===== src/rtl/super_pixel_pkg.sv =====
// rtl/super_pixel_pkg.sv - shared widths, derivations and word field offsets for the super-pixel arbiter
package super_pixel_pkg;

    localparam int N_PIX_DEF      = 8;
    localparam int TOA_W_DEF      = 9;
    localparam int FTOA_W_DEF     = 5;
    localparam int TOT_W_DEF      = 8;
    localparam int FIFO_DEPTH_DEF = 4;

    // Word layout, LSB first: addr_col, pixel index, then {TOA, FTOA, TOT}
    localparam int COL_LSB = 0;
    localparam int IDX_LSB = 1;

    function automatic int pix_aw(input int n_pix);
        return $clog2(n_pix);
    endfunction

    function automatic int pix_dw(input int toa_w, input int ftoa_w, input int tot_w);
        return toa_w + ftoa_w + tot_w;
    endfunction

    function automatic int data_w(input int n_pix, input int toa_w, input int ftoa_w, input int tot_w);
        return pix_dw(toa_w, ftoa_w, tot_w) + pix_aw(n_pix) + 1;
    endfunction

    // LSB of the TOT field, which is also the base of the whole pixel payload
    function automatic int tot_lsb(input int n_pix);
        return IDX_LSB + pix_aw(n_pix);
    endfunction

    typedef enum logic [1:0] {
        SRC_NONE  = 2'd0,
        SRC_LOCAL = 2'd1,
        SRC_UP    = 2'd2
    } src_e;

endpackage


===== src/rtl/sp_sync_fifo.sv =====
// rtl/sp_sync_fifo.sv - single-clock FIFO with registered memory and full/empty/level flags
module sp_sync_fifo #(
    parameter int WIDTH = 26,
    parameter int DEPTH = 4
) (
    input  logic                     clk,
    input  logic                     rst_n,
    input  logic                     wr_en,
    input  logic [WIDTH-1:0]         wr_data,
    input  logic                     rd_en,
    output logic [WIDTH-1:0]         rd_data,
    output logic                     full,
    output logic                     empty,
    output logic [$clog2(DEPTH):0]   level
);
    localparam int AW    = $clog2(DEPTH);
    localparam int LVL_W = AW + 1;

    logic [WIDTH-1:0] mem [DEPTH];
    logic [AW-1:0]    wr_ptr;
    logic [AW-1:0]    rd_ptr;
    logic             rd_ok;
    logic             wr_ok;

    assign full    = (level == LVL_W'(DEPTH));
    assign empty   = (level == '0);
    assign rd_ok   = rd_en && !empty;
    // a write into a full FIFO is fine when the same edge frees a slot
    assign wr_ok   = wr_en && (!full || rd_ok);
    assign rd_data = mem[rd_ptr];

    // storage array; contents need no reset because pointers define validity
    always_ff @(posedge clk) begin
        if (wr_ok) begin
            mem[wr_ptr] <= wr_data;
        end
    end

    // pointer and occupancy bookkeeping
    always_ff @(posedge clk or negedge rst_n) begin
        if (!rst_n) begin
            wr_ptr <= '0;
            rd_ptr <= '0;
            level  <= '0;
        end else begin
            if (wr_ok) begin
                wr_ptr <= wr_ptr + 1'b1;
            end
            if (rd_ok) begin
                rd_ptr <= rd_ptr + 1'b1;
            end
            case ({wr_ok, rd_ok})
                2'b10:   level <= level + 1'b1;
                2'b01:   level <= level - 1'b1;
                default: level <= level;
            endcase
        end
    end

endmodule


===== src/rtl/super_pixel_arbiter_n.sv =====
// rtl/super_pixel_arbiter_n.sv - round-robin pixel arbiter with local FIFO and chained output stage
module super_pixel_arbiter_n
    import super_pixel_pkg::*;
#(
    parameter int N_PIX      = N_PIX_DEF,
    parameter int TOA_W      = TOA_W_DEF,
    parameter int FTOA_W     = FTOA_W_DEF,
    parameter int TOT_W      = TOT_W_DEF,
    parameter int FIFO_DEPTH = FIFO_DEPTH_DEF
) (
    input  logic                                          clk_40MHz,
    input  logic                                          rst_n,
    input  logic                                          shutter,
    input  logic                                          mode,
    input  logic                                          addr_col,
    input  logic [N_PIX-1:0]                              pix_req,
    input  logic [N_PIX*(TOA_W+FTOA_W+TOT_W)-1:0]         pix_data,
    output logic [N_PIX-1:0]                              pix_ack,
    input  logic [TOA_W+FTOA_W+TOT_W+$clog2(N_PIX):0]     last_data,
    input  logic                                          last_valid,
    output logic                                          shake_hands_last,
    output logic [TOA_W+FTOA_W+TOT_W+$clog2(N_PIX):0]     arbiter_data,
    output logic                                          arbiter_valid,
    input  logic                                          shake_hands_next,
    output logic [$clog2(FIFO_DEPTH):0]                   fifo_level
);
    localparam int PIX_AW  = pix_aw(N_PIX);
    localparam int PIX_DW  = pix_dw(TOA_W, FTOA_W, TOT_W);
    localparam int DATA_W  = data_w(N_PIX, TOA_W, FTOA_W, TOT_W);
    localparam int TOT_LSB = tot_lsb(N_PIX);

    logic [N_PIX-1:0]  req_m;
    logic [PIX_AW-1:0] last_grant;
    logic [PIX_AW-1:0] grant_idx;
    logic              grant_vld;
    logic              grant_en;
    logic [DATA_W-1:0] local_word;
    logic [DATA_W-1:0] fifo_rdata;
    logic              fifo_full;
    logic              fifo_empty;
    logic              fifo_rd;
    logic              out_load;
    logic              favour_up;
    src_e              src_sel;

    // a pixel being acknowledged this cycle may still show its request; ignore it
    assign req_m    = pix_req & ~pix_ack;
    assign grant_en = grant_vld && !shutter && !fifo_full;

    // round-robin search starting one above the previous grant, wrapping at N_PIX
    always_comb begin
        grant_vld = 1'b0;
        grant_idx = '0;
        for (int k = 1; k <= N_PIX; k++) begin
            if (!grant_vld && req_m[last_grant + PIX_AW'(k)]) begin
                grant_vld = 1'b1;
                grant_idx = last_grant + PIX_AW'(k);
            end
        end
    end

    // assemble {TOA, FTOA, TOT, index, addr_col} for the granted pixel
    always_comb begin
        local_word                     = '0;
        local_word[COL_LSB]            = addr_col;
        local_word[IDX_LSB +: PIX_AW]  = grant_idx;
        local_word[TOT_LSB +: PIX_DW]  = pix_data[grant_idx*PIX_DW +: PIX_DW];
    end

    // one-cycle acknowledge and round-robin pointer; reset leaves pixel 0 first in line
    always_ff @(posedge clk_40MHz or negedge rst_n) begin
        if (!rst_n) begin
            pix_ack    <= '0;
            last_grant <= '1;
        end else begin
            pix_ack <= grant_en ? (N_PIX'(1) << grant_idx) : '0;
            if (grant_en) begin
                last_grant <= grant_idx;
            end
        end
    end

    sp_sync_fifo #(
        .WIDTH (DATA_W),
        .DEPTH (FIFO_DEPTH)
    ) u_fifo (
        .clk     (clk_40MHz),
        .rst_n   (rst_n),
        .wr_en   (grant_en),
        .wr_data (local_word),
        .rd_en   (fifo_rd),
        .rd_data (fifo_rdata),
        .full    (fifo_full),
        .empty   (fifo_empty),
        .level   (fifo_level)
    );

    assign out_load = !arbiter_valid || shake_hands_next;

    // pick the output source; in alternate mode a contested load goes against the last winner
    always_comb begin
        src_sel = SRC_NONE;
        if (!fifo_empty && last_valid) begin
            src_sel = (mode && favour_up) ? SRC_UP : SRC_LOCAL;
        end else if (!fifo_empty) begin
            src_sel = SRC_LOCAL;
        end else if (last_valid) begin
            src_sel = SRC_UP;
        end
    end

    assign fifo_rd          = out_load && (src_sel == SRC_LOCAL);
    assign shake_hands_last = rst_n && out_load && (src_sel == SRC_UP);

    // output register and the record of which source won the last load
    always_ff @(posedge clk_40MHz or negedge rst_n) begin
        if (!rst_n) begin
            arbiter_valid <= 1'b0;
            arbiter_data  <= '0;
            favour_up     <= 1'b0;
        end else if (out_load) begin
            case (src_sel)
                SRC_LOCAL: begin
                    arbiter_valid <= 1'b1;
                    arbiter_data  <= fifo_rdata;
                    favour_up     <= 1'b1;
                end
                SRC_UP: begin
                    arbiter_valid <= 1'b1;
                    arbiter_data  <= last_data;
                    favour_up     <= 1'b0;
                end
                default: begin
                    arbiter_valid <= 1'b0;
                end
            endcase
        end
    end

endmodule


===== config.mk =====
export PLATFORM = sky130hd
export DESIGN_NAME = super_pixel_arbiter_n
export DESIGN_NICKNAME = d
export VERILOG_FILES = /design/src/rtl/super_pixel_pkg.sv /design/src/rtl/sp_sync_fifo.sv /design/src/rtl/super_pixel_arbiter_n.sv
export SDC_FILE = /design/constraint.sdc
export NUM_CORES = 1
export LEC_CHECK = 0
export ABC_AREA = 1
export BUFFER_PORTS_ARGS = -buffer_cell sky130_fd_sc_hd__clkbuf_2
export CAP_MARGIN = 20
export CORE_MARGIN = 2
export CORE_UTILIZATION = 57
export CTS_CLUSTER_DIAMETER = 80
export DETAILED_ROUTE_END_ITERATION = 10
export GPL_TIMING_DRIVEN = 0
export PLACE_DENSITY_LB_ADDON = 0.2
export SLEW_MARGIN = 20
export SYNTH_ARGS = -nofsm -noshare
export SYNTH_HDL_FRONTEND = slang
export SYNTH_SLANG_ARGS = --single-unit

===== constraint.sdc =====
create_clock -name clk_40MHz -period 6.6 [get_ports clk_40MHz]
set_input_delay 0.33 -clock clk_40MHz [delete_from_list [all_inputs] [get_ports clk_40MHz]]
set_output_delay 0.33 -clock clk_40MHz [all_outputs]
set_load 0.02 [all_outputs]

Yosys cells after proc, flatten, opt, wreduce, memory -nomap -nowiden
Memories as Yosys holds them, arrays and structs flattened.
Index checks and enable logic that the tools add are counted.
- bits in registers: 46
- RAM bits: 104
- input bits: 217
- output and inout port bits: 39
- word-level logic and storage cells: 115
- memories: 1
- memories (memory ; words ; width ; read ports ; clocked after memory_dff ; wr ports ; line ; RTL):
    u_fifo.mem ; 4 ; 26 ; 1 ; 0 ; 1 ; sp_sync_fifo.sv:19 ; logic [WIDTH-1:0] mem [DEPTH];
- add/sub/neg operators: 11
- $mul: 1
- order comparisons: 8
- equal/unequal tests: 5
- shift-type cells: 2
- multiplexer cells: 43
- bitwise gates (word level): 2
- reduce and logical (&&, ||, !) cells: 34
- operators by type and width (kind ; number):
    $shiftx 176x9->22 ; 1
    $pmux 26 s2 ; 1
    $lt 3x4->1 const B ; 8
    $bmux 1 s3 ; 8
    $mux 3 ; 8
    $mux 1 ; 19
    $logic_and 1x1->1 ; 16
    $add 3x3->3 const B ; 4
    $logic_not 1->1 ; 11
    $and 8x8->8 ; 1
    $mux 2 ; 4
    $mux 8 ; 1
    $not 8->8 ; 1
    $shl 1x3->8 const A ; 1
    $mul 3x4->7 const B ; 1
    $add 3x1->3 const B ; 2
    $add 3x2->3 const B ; 2
    $pmux 3 s2 ; 1
    $add 2x1->2 const B ; 2
    $eq 2x1->1 const B ; 2
    $eq 2x2->1 const B ; 2
    $reduce_bool 2->1 ; 2
    $eq 3x3->1 const B ; 1
    $logic_not 3->1 ; 1
    5 further kinds ; 6

Logic depth before layout (Yosys ltp)
- depth after elaboration: 31
- depth in mapped cells: 23
- gate-level depth less buffers: 20

Cells and area by module
Synthesis repeated with hierarchy kept, for this count alone.
- cells, all modules: 1211
- area total of the unflattened synthesis: 9236.4 sq um
- by module, submodules not included (module ; instances ; cells each ; area an instance (sq um) ; seq. area each (sq um)):
    super_pixel_arbiter_n ; 1 ; 871 ; 4767.1 ; 979.7
    sp_sync_fifo ; 1 ; 340 ; 4469.3 ; 3298.2

Worst setup path before layout
OpenSTA, ideal clock, no wires.
- path type: register to register
- start point: reg last_grant[0]
- end point: mem u_fifo.mem[0][0], enable pin
- setup time: 409 ps
- arrival: 3558 ps
- data required time: 6191 ps
- slack: 2633 ps
- cell stages (with the launch flop): 15
- path buffers: 2
- period minus slack after synthesis: 3967 ps
- cell sequence: dfstp_2 buf_4 inv_2 buf_6 ha_1 inv_2 nand3_1 nand2_1 nor2_1 a31oi_1 inv_1 nor4_1 nor3_2 inv_2 nor2_1
- cells in the longest elaborated chain, start to end: 30
- elaborated cells on any way between the ends: 50
- classes of those cells: add/sub (7); mux (26); reduce/logical (17)
- RTL lines (what ; line ; RTL):
    start, declared ; super_pixel_arbiter_n.sv:33 ; logic [PIX_AW-1:0] last_grant;
    start signal, assigned ; super_pixel_arbiter_n.sv:78 ; last_grant <= grant_idx;
    $add 3x1->3 ; super_pixel_arbiter_n.sv:55 ; if (!grant_vld && req_m[last_grant + PIX_AW'(k)]) begin
    $bmux 1 s3 ; super_pixel_arbiter_n.sv:55 ;
    $mux 1 (not written as such) ; super_pixel_arbiter_n.sv:55 ;
    $mux 1 ; super_pixel_arbiter_n.sv:55 ;
    $logic_not 1->1 ; super_pixel_arbiter_n.sv:55 ;
    $logic_and 1x1->1 ; super_pixel_arbiter_n.sv:55 ;
    $mux 1 ; super_pixel_arbiter_n.sv:55 ;
    $logic_not 1->1 ; super_pixel_arbiter_n.sv:55 ;
    (+13 left out) ; - ;
    $mux 1 ; super_pixel_arbiter_n.sv:55 ;
    $logic_not 1->1 ; super_pixel_arbiter_n.sv:55 ;
    $logic_and 1x1->1 ; super_pixel_arbiter_n.sv:55 ;
    $mux 1 (*) ; super_pixel_arbiter_n.sv:55 ;
    $logic_and 1x1->1 (*) (2 in series) ; super_pixel_arbiter_n.sv:48 ; assign grant_en = grant_vld && !shutter && !fifo_full;
    $logic_and 1x1->1 (*) ; sp_sync_fifo.sv:29 ; assign wr_ok = wr_en && (!full || rd_ok);
    $mux 1 (*) ; sp_sync_fifo.sv:34 ; if (wr_ok) begin
    $mux 1 (not written as such) (*) ; sp_sync_fifo.sv:35 ; mem[wr_ptr] <= wr_data;
    end, declared ; sp_sync_fifo.sv:19 ;
Mark *: on every way between the ends. The rest lies on a longest branch, timed or not. The select of a mux whose other input is x is not followed.

Worst setup path after layout
- start point: reg last_grant[0]
- end point: reg u_fifo.level[2]
- cells in the longest elaborated chain, start to end: 30
- elaborated cells on any way between the ends: 52
- classes of those cells: add/sub (7); eq/ne (2); mux (25); reduce/logical (18)
- RTL lines (what ; line ; RTL):
    $add 3x1->3 ; super_pixel_arbiter_n.sv:55 ;
    $bmux 1 s3 ; super_pixel_arbiter_n.sv:55 ;
    $mux 1 (not written as such) ; super_pixel_arbiter_n.sv:55 ;
    $mux 1 ; super_pixel_arbiter_n.sv:55 ;
    $logic_not 1->1 ; super_pixel_arbiter_n.sv:55 ;
    $logic_and 1x1->1 ; super_pixel_arbiter_n.sv:55 ;
    $mux 1 ; super_pixel_arbiter_n.sv:55 ;
    $logic_not 1->1 ; super_pixel_arbiter_n.sv:55 ;
    (+13 left out) ; - ;
    $mux 1 ; super_pixel_arbiter_n.sv:55 ;
    $logic_not 1->1 ; super_pixel_arbiter_n.sv:55 ;
    $logic_and 1x1->1 ; super_pixel_arbiter_n.sv:55 ;
    $mux 1 (*) ; super_pixel_arbiter_n.sv:55 ;
    $logic_and 1x1->1 (*) (2 in series) ; super_pixel_arbiter_n.sv:48 ;
    $logic_and 1x1->1 (*) ; sp_sync_fifo.sv:29 ;
    $eq 2x1->1 / $eq 2x2->1 (equally long branches) ; sp_sync_fifo.sv:52 ; case ({wr_ok, rd_ok})
    $pmux 3 s2 / $reduce_bool 2->1 (equally long branches) ; - ;
    end signal, assigned ; sp_sync_fifo.sv:53 ; 2'b10: level <= level + 1'b1;
    end signal, assigned ; sp_sync_fifo.sv:54 ; 2'b01: level <= level - 1'b1;
    end signal, assigned ; sp_sync_fifo.sv:55 ; default: level <= level;
    end, declared ; sp_sync_fifo.sv:14 ; output logic [$clog2(DEPTH):0] level
Marks and branches as above.
A chain may end at the register's enable or synchronous reset.

==> metrics <==
status=complete, no violations; remaining global-route overflow=0; top cells by area, synth=sky130_fd_sc_hd__edfxtp_1 35%, sky130_fd_sc_hd__nand2_1 23%, sky130_fd_sc_hd__dfrtp_1 12%; distinct cell type count after synthesis=39; number of DRC markers after the initial detailed-route iteration=713; endpoint type of the worst setup path=flip-flop; required time at the endpoint of the critical path=~6.9 ns; Worst Hold Path EP=u_fifo.mem[2][0]; post-place instance area=10,500 um2; clock tree from TritonCTS=yes; GR peak layer=met2; final setup TNS=0 ns; number of warnings reported in the yosys synthesis log=0; via count=8,875; arrival time reported for the critical path endpoint=slightly below 5 ns; wire length of the first global-routing pass=42,300 um; final instance area=11,100 um2; vias per cell=5.53; syn_area_per_cell=7.87 um2; Port-buffer cells=255; biggest area consumer among synthesized cells=sky130_fd_sc_hd__edfxtp_1; most frequent cells in the layout=531 x sky130_fd_sc_hd__nand2_1, 254 x sky130_fd_sc_hd__clkbuf_2, 118 x sky130_fd_sc_hd__nand3_1, 104 x sky130_fd_sc_hd__edfxtp_1, 55 x sky130_fd_sc_hd__a21oi_1; die outline height=about 130 um; diode count=0; signed area change from the synthesized netlist to the final layout=25.4%; GR met2 Demand/Resource=0.587; H-tree lvl count=4; number of clock sinks seen by CTS=150; cts bufs inserted=17; Worst Tran Pin Value=slightly below 0.7 ns; Setup Skew=0.00570 ns; Relative slew margins=0.543; number of hold violations in the final report=0; shortest period the worst path allows=about 4.6 ns; horizontal die dimension=129 um; CTS clk-pin slew, worst paths=0.06 ns; remaining antenna violation count after routing=0; fraction of final layout cells with drive strength greater than 1=0.275; final setup violating endpoints=0; Die ar.=16,500 um2; area share of the largest cell type after synthesis=0.353; number of buffers between clock root and the deepest sink=2; total of fill cells in the finished design=1,209; sequential fraction of the synthesis area=0.484; Crit Path Category=flip-flop to flip-flop; launch instance of the worst min-delay path=addr_col; area inside the core boundary=15,200 um2; global placement routability congestion=between 0.9 and 1; insertion delay of the later-clocked pin in the worst-skew pair=around 0.41 ns; most common cell after layout, fill and taps aside=sky130_fd_sc_hd__nand2_1; clock tree root buffer cell=sky130_fd_sc_hd__clkbuf_16; number of remaining DRC errors=0; number of detailed-route iterations in the first pass=8; cells after synthesis=about 1,100; Max Clock Freq=218 MHz; count of state elements after synthesis=150; via count of the first global-routing pass=roughly 8,400; reg-to-reg critical path startpoint=last_grant[0]; FF-to-FF path depth=19; overall global routing resource usage=0.334; boundary pin count=256; Period Utilization, post-route=0.696; count of final max-slew check failures=0; initial antenna violation count=0; setup repair after global routing missed its margin=no; effective utilization at floorplan=0.582; met1 routing resource usage after global routing=0.415; maximum fanout encountered on the critical timing path=10; M3 GR Usage=0.0570; Worst Hold Class=input port to flip-flop; Core Rows=45; launching element type of the critical path=flip-flop; worst reg2reg endpoint=u_fifo.level[2]; Net Count, Synth=1,349; mapped cell area=8840 um2; max cap viols=0; final layout net count=1,628; wire length per cell=17.0 um; worst setup slack for register-to-register paths=about 2.0 ns; final wirelength=27,300 um; instance count along the most critical hold path=1; Final HPWL DP=21,000 um; pin count of the biggest net entering global routing=48
metrics by stage:
stage / hold slack (ns) / utilization / setup WS, ns / instances
floorplan: 0.0344 / - / 2.63 / 1124
global placement: 0.474 / 0.681 / 1.35 / 1567
detailed placement: 0.409 / 0.691 / 2.11 / 1571
CTS: 0.127 / 0.730 / 2.04 / 1604
global route: 0.135 / 0.730 / 1.81 / 1604
finish: 0.145 / 0.730 / 2.00 / 1604
worst max-delay path, cell delays in order, from the launching register on:
cell and delay, ns:
sky130_fd_sc_hd__dfstp_2 0.55, sky130_fd_sc_hd__buf_4 0.19, sky130_fd_sc_hd__inv_2 0.06, sky130_fd_sc_hd__buf_6 0.16, sky130_fd_sc_hd__ha_1 0.44, sky130_fd_sc_hd__inv_2 0.17, sky130_fd_sc_hd__nand3_1 0.09, sky130_fd_sc_hd__nand2_1 0.10
sky130_fd_sc_hd__nor2_1 0.07, sky130_fd_sc_hd__a31oi_1 0.35, sky130_fd_sc_hd__inv_1 0.13, sky130_fd_sc_hd__nor4_1 0.49, sky130_fd_sc_hd__nor3_2 0.23, sky130_fd_sc_hd__inv_2 0.30, sky130_fd_sc_hd__ha_1 0.21, sky130_fd_sc_hd__inv_1 0.08
sky130_fd_sc_hd__fa_1 0.41, sky130_fd_sc_hd__a21oi_1 0.16, sky130_fd_sc_hd__o21ai_0 0.12, sky130_fd_sc_hd__xor2_1 0.15
routing by layer:
metal	vias up	wire length [um]
met5	-	0
met4	0	890
met3	70	2400
met2	535	13500
met1	3987	10500
li1	4283	-
layout make-up:
type,instances,area (um2),area share
Sequential cell,150,4280,0.386
Clock inverter,14,154,0.0139
Tap cell,188,235,0.0212
Buffer,72,418,0.0377
Clock buffer,18,429,0.0387
Timing Repair Buffer,260,1400,0.126
Inverter,42,158,0.0142
Multi-Input combinational cell,860,4020,0.362
what timing repair did:
item	CTS	global route
buffers inserted	0	0
hold endpoints to repair	43	0
hold buffers	1	0
setup endpoints to repair	0	0
gates resized for setup	0	0
cells by family (layout without fill, tap and decap cells):
logic type / count (synthesis) / after routing / synth area share
buffers and inverters: 114 / 406 / 0.0651
AND/OR/NAND/NOR: 735 / 735 / 0.352
XOR/XNOR: 8 / 8 / 0.00962
flip-flops: 150 / 150 / 0.484
adder cells (fa/ha/maj): 8 / 8 / 0.0122
AO/OA/AOI/OAI: 109 / 109 / 0.0770
worst max-delay path by stage:
stage                  start                 to  slack, ns
2_1_floorplan  last_grant[0]   u_fifo.mem[0][0]       2.63
3_3_place_gp   last_grant[0]  u_fifo.mem[2][21]       1.35
3_5_place_dp   last_grant[0]    u_fifo.level[2]       2.11
4_1_cts        last_grant[0]    u_fifo.level[2]       2.04
5_1_grt        last_grant[0]    u_fifo.level[2]       1.81
6_report       last_grant[0]    u_fifo.level[2]       2.00
cell usage after synthesis:
cell type and n:
sky130_fd_sc_hd__dfstp_2 3, sky130_fd_sc_hd__nand4_4 1, sky130_fd_sc_hd__buf_1 1, sky130_fd_sc_hd__o21bai_2 1, sky130_fd_sc_hd__nor4_1 1, sky130_fd_sc_hd__nor2_4 2, sky130_fd_sc_hd__fa_1 1, sky130_fd_sc_hd__inv_2 10
sky130_fd_sc_hd__o21ai_0 8, sky130_fd_sc_hd__o21ai_1 3, sky130_fd_sc_hd__clkbuf_1 25, sky130_fd_sc_hd__edfxtp_1 104, sky130_fd_sc_hd__o21ai_2 1, sky130_fd_sc_hd__nand2_1 531, sky130_fd_sc_hd__a32o_1 1, sky130_fd_sc_hd__nand2_4 1
sky130_fd_sc_hd__buf_4 16, sky130_fd_sc_hd__nand3_4 3, sky130_fd_sc_hd__nand2_2 4, sky130_fd_sc_hd__nand3_1 118, sky130_fd_sc_hd__inv_1 31, sky130_fd_sc_hd__a32oi_1 25, sky130_fd_sc_hd__nor2_1 49, sky130_fd_sc_hd__a31oi_2 1
sky130_fd_sc_hd__buf_2 22, sky130_fd_sc_hd__xor2_2 2, sky130_fd_sc_hd__a21oi_1 55, sky130_fd_sc_hd__dfrtp_1 43, sky130_fd_sc_hd__clkinv_1 1, sky130_fd_sc_hd__xnor2_1 3, sky130_fd_sc_hd__buf_6 8, sky130_fd_sc_hd__nor3_1 5
sky130_fd_sc_hd__nor2_2 4, sky130_fd_sc_hd__o21bai_1 1, sky130_fd_sc_hd__xor2_1 3, sky130_fd_sc_hd__nand3_2 13, sky130_fd_sc_hd__nor3_2 3, sky130_fd_sc_hd__ha_1 7, sky130_fd_sc_hd__a31oi_1 13
sequential cells by signal, indices dropped and copies added, names as in the netlist:
signal,cells
last_grant,3
pix_ack,8
arbiter_data,26
u_fifo.level,3
u_fifo.wr_ptr,2
u_fifo.rd_ptr,2
arbiter_valid,1
u_fifo.mem,104
favour_up,1
Power is left out: the tool's default activity adds up to more than one toggle a clock period on the data nets, which glitch-free logic cannot reach.
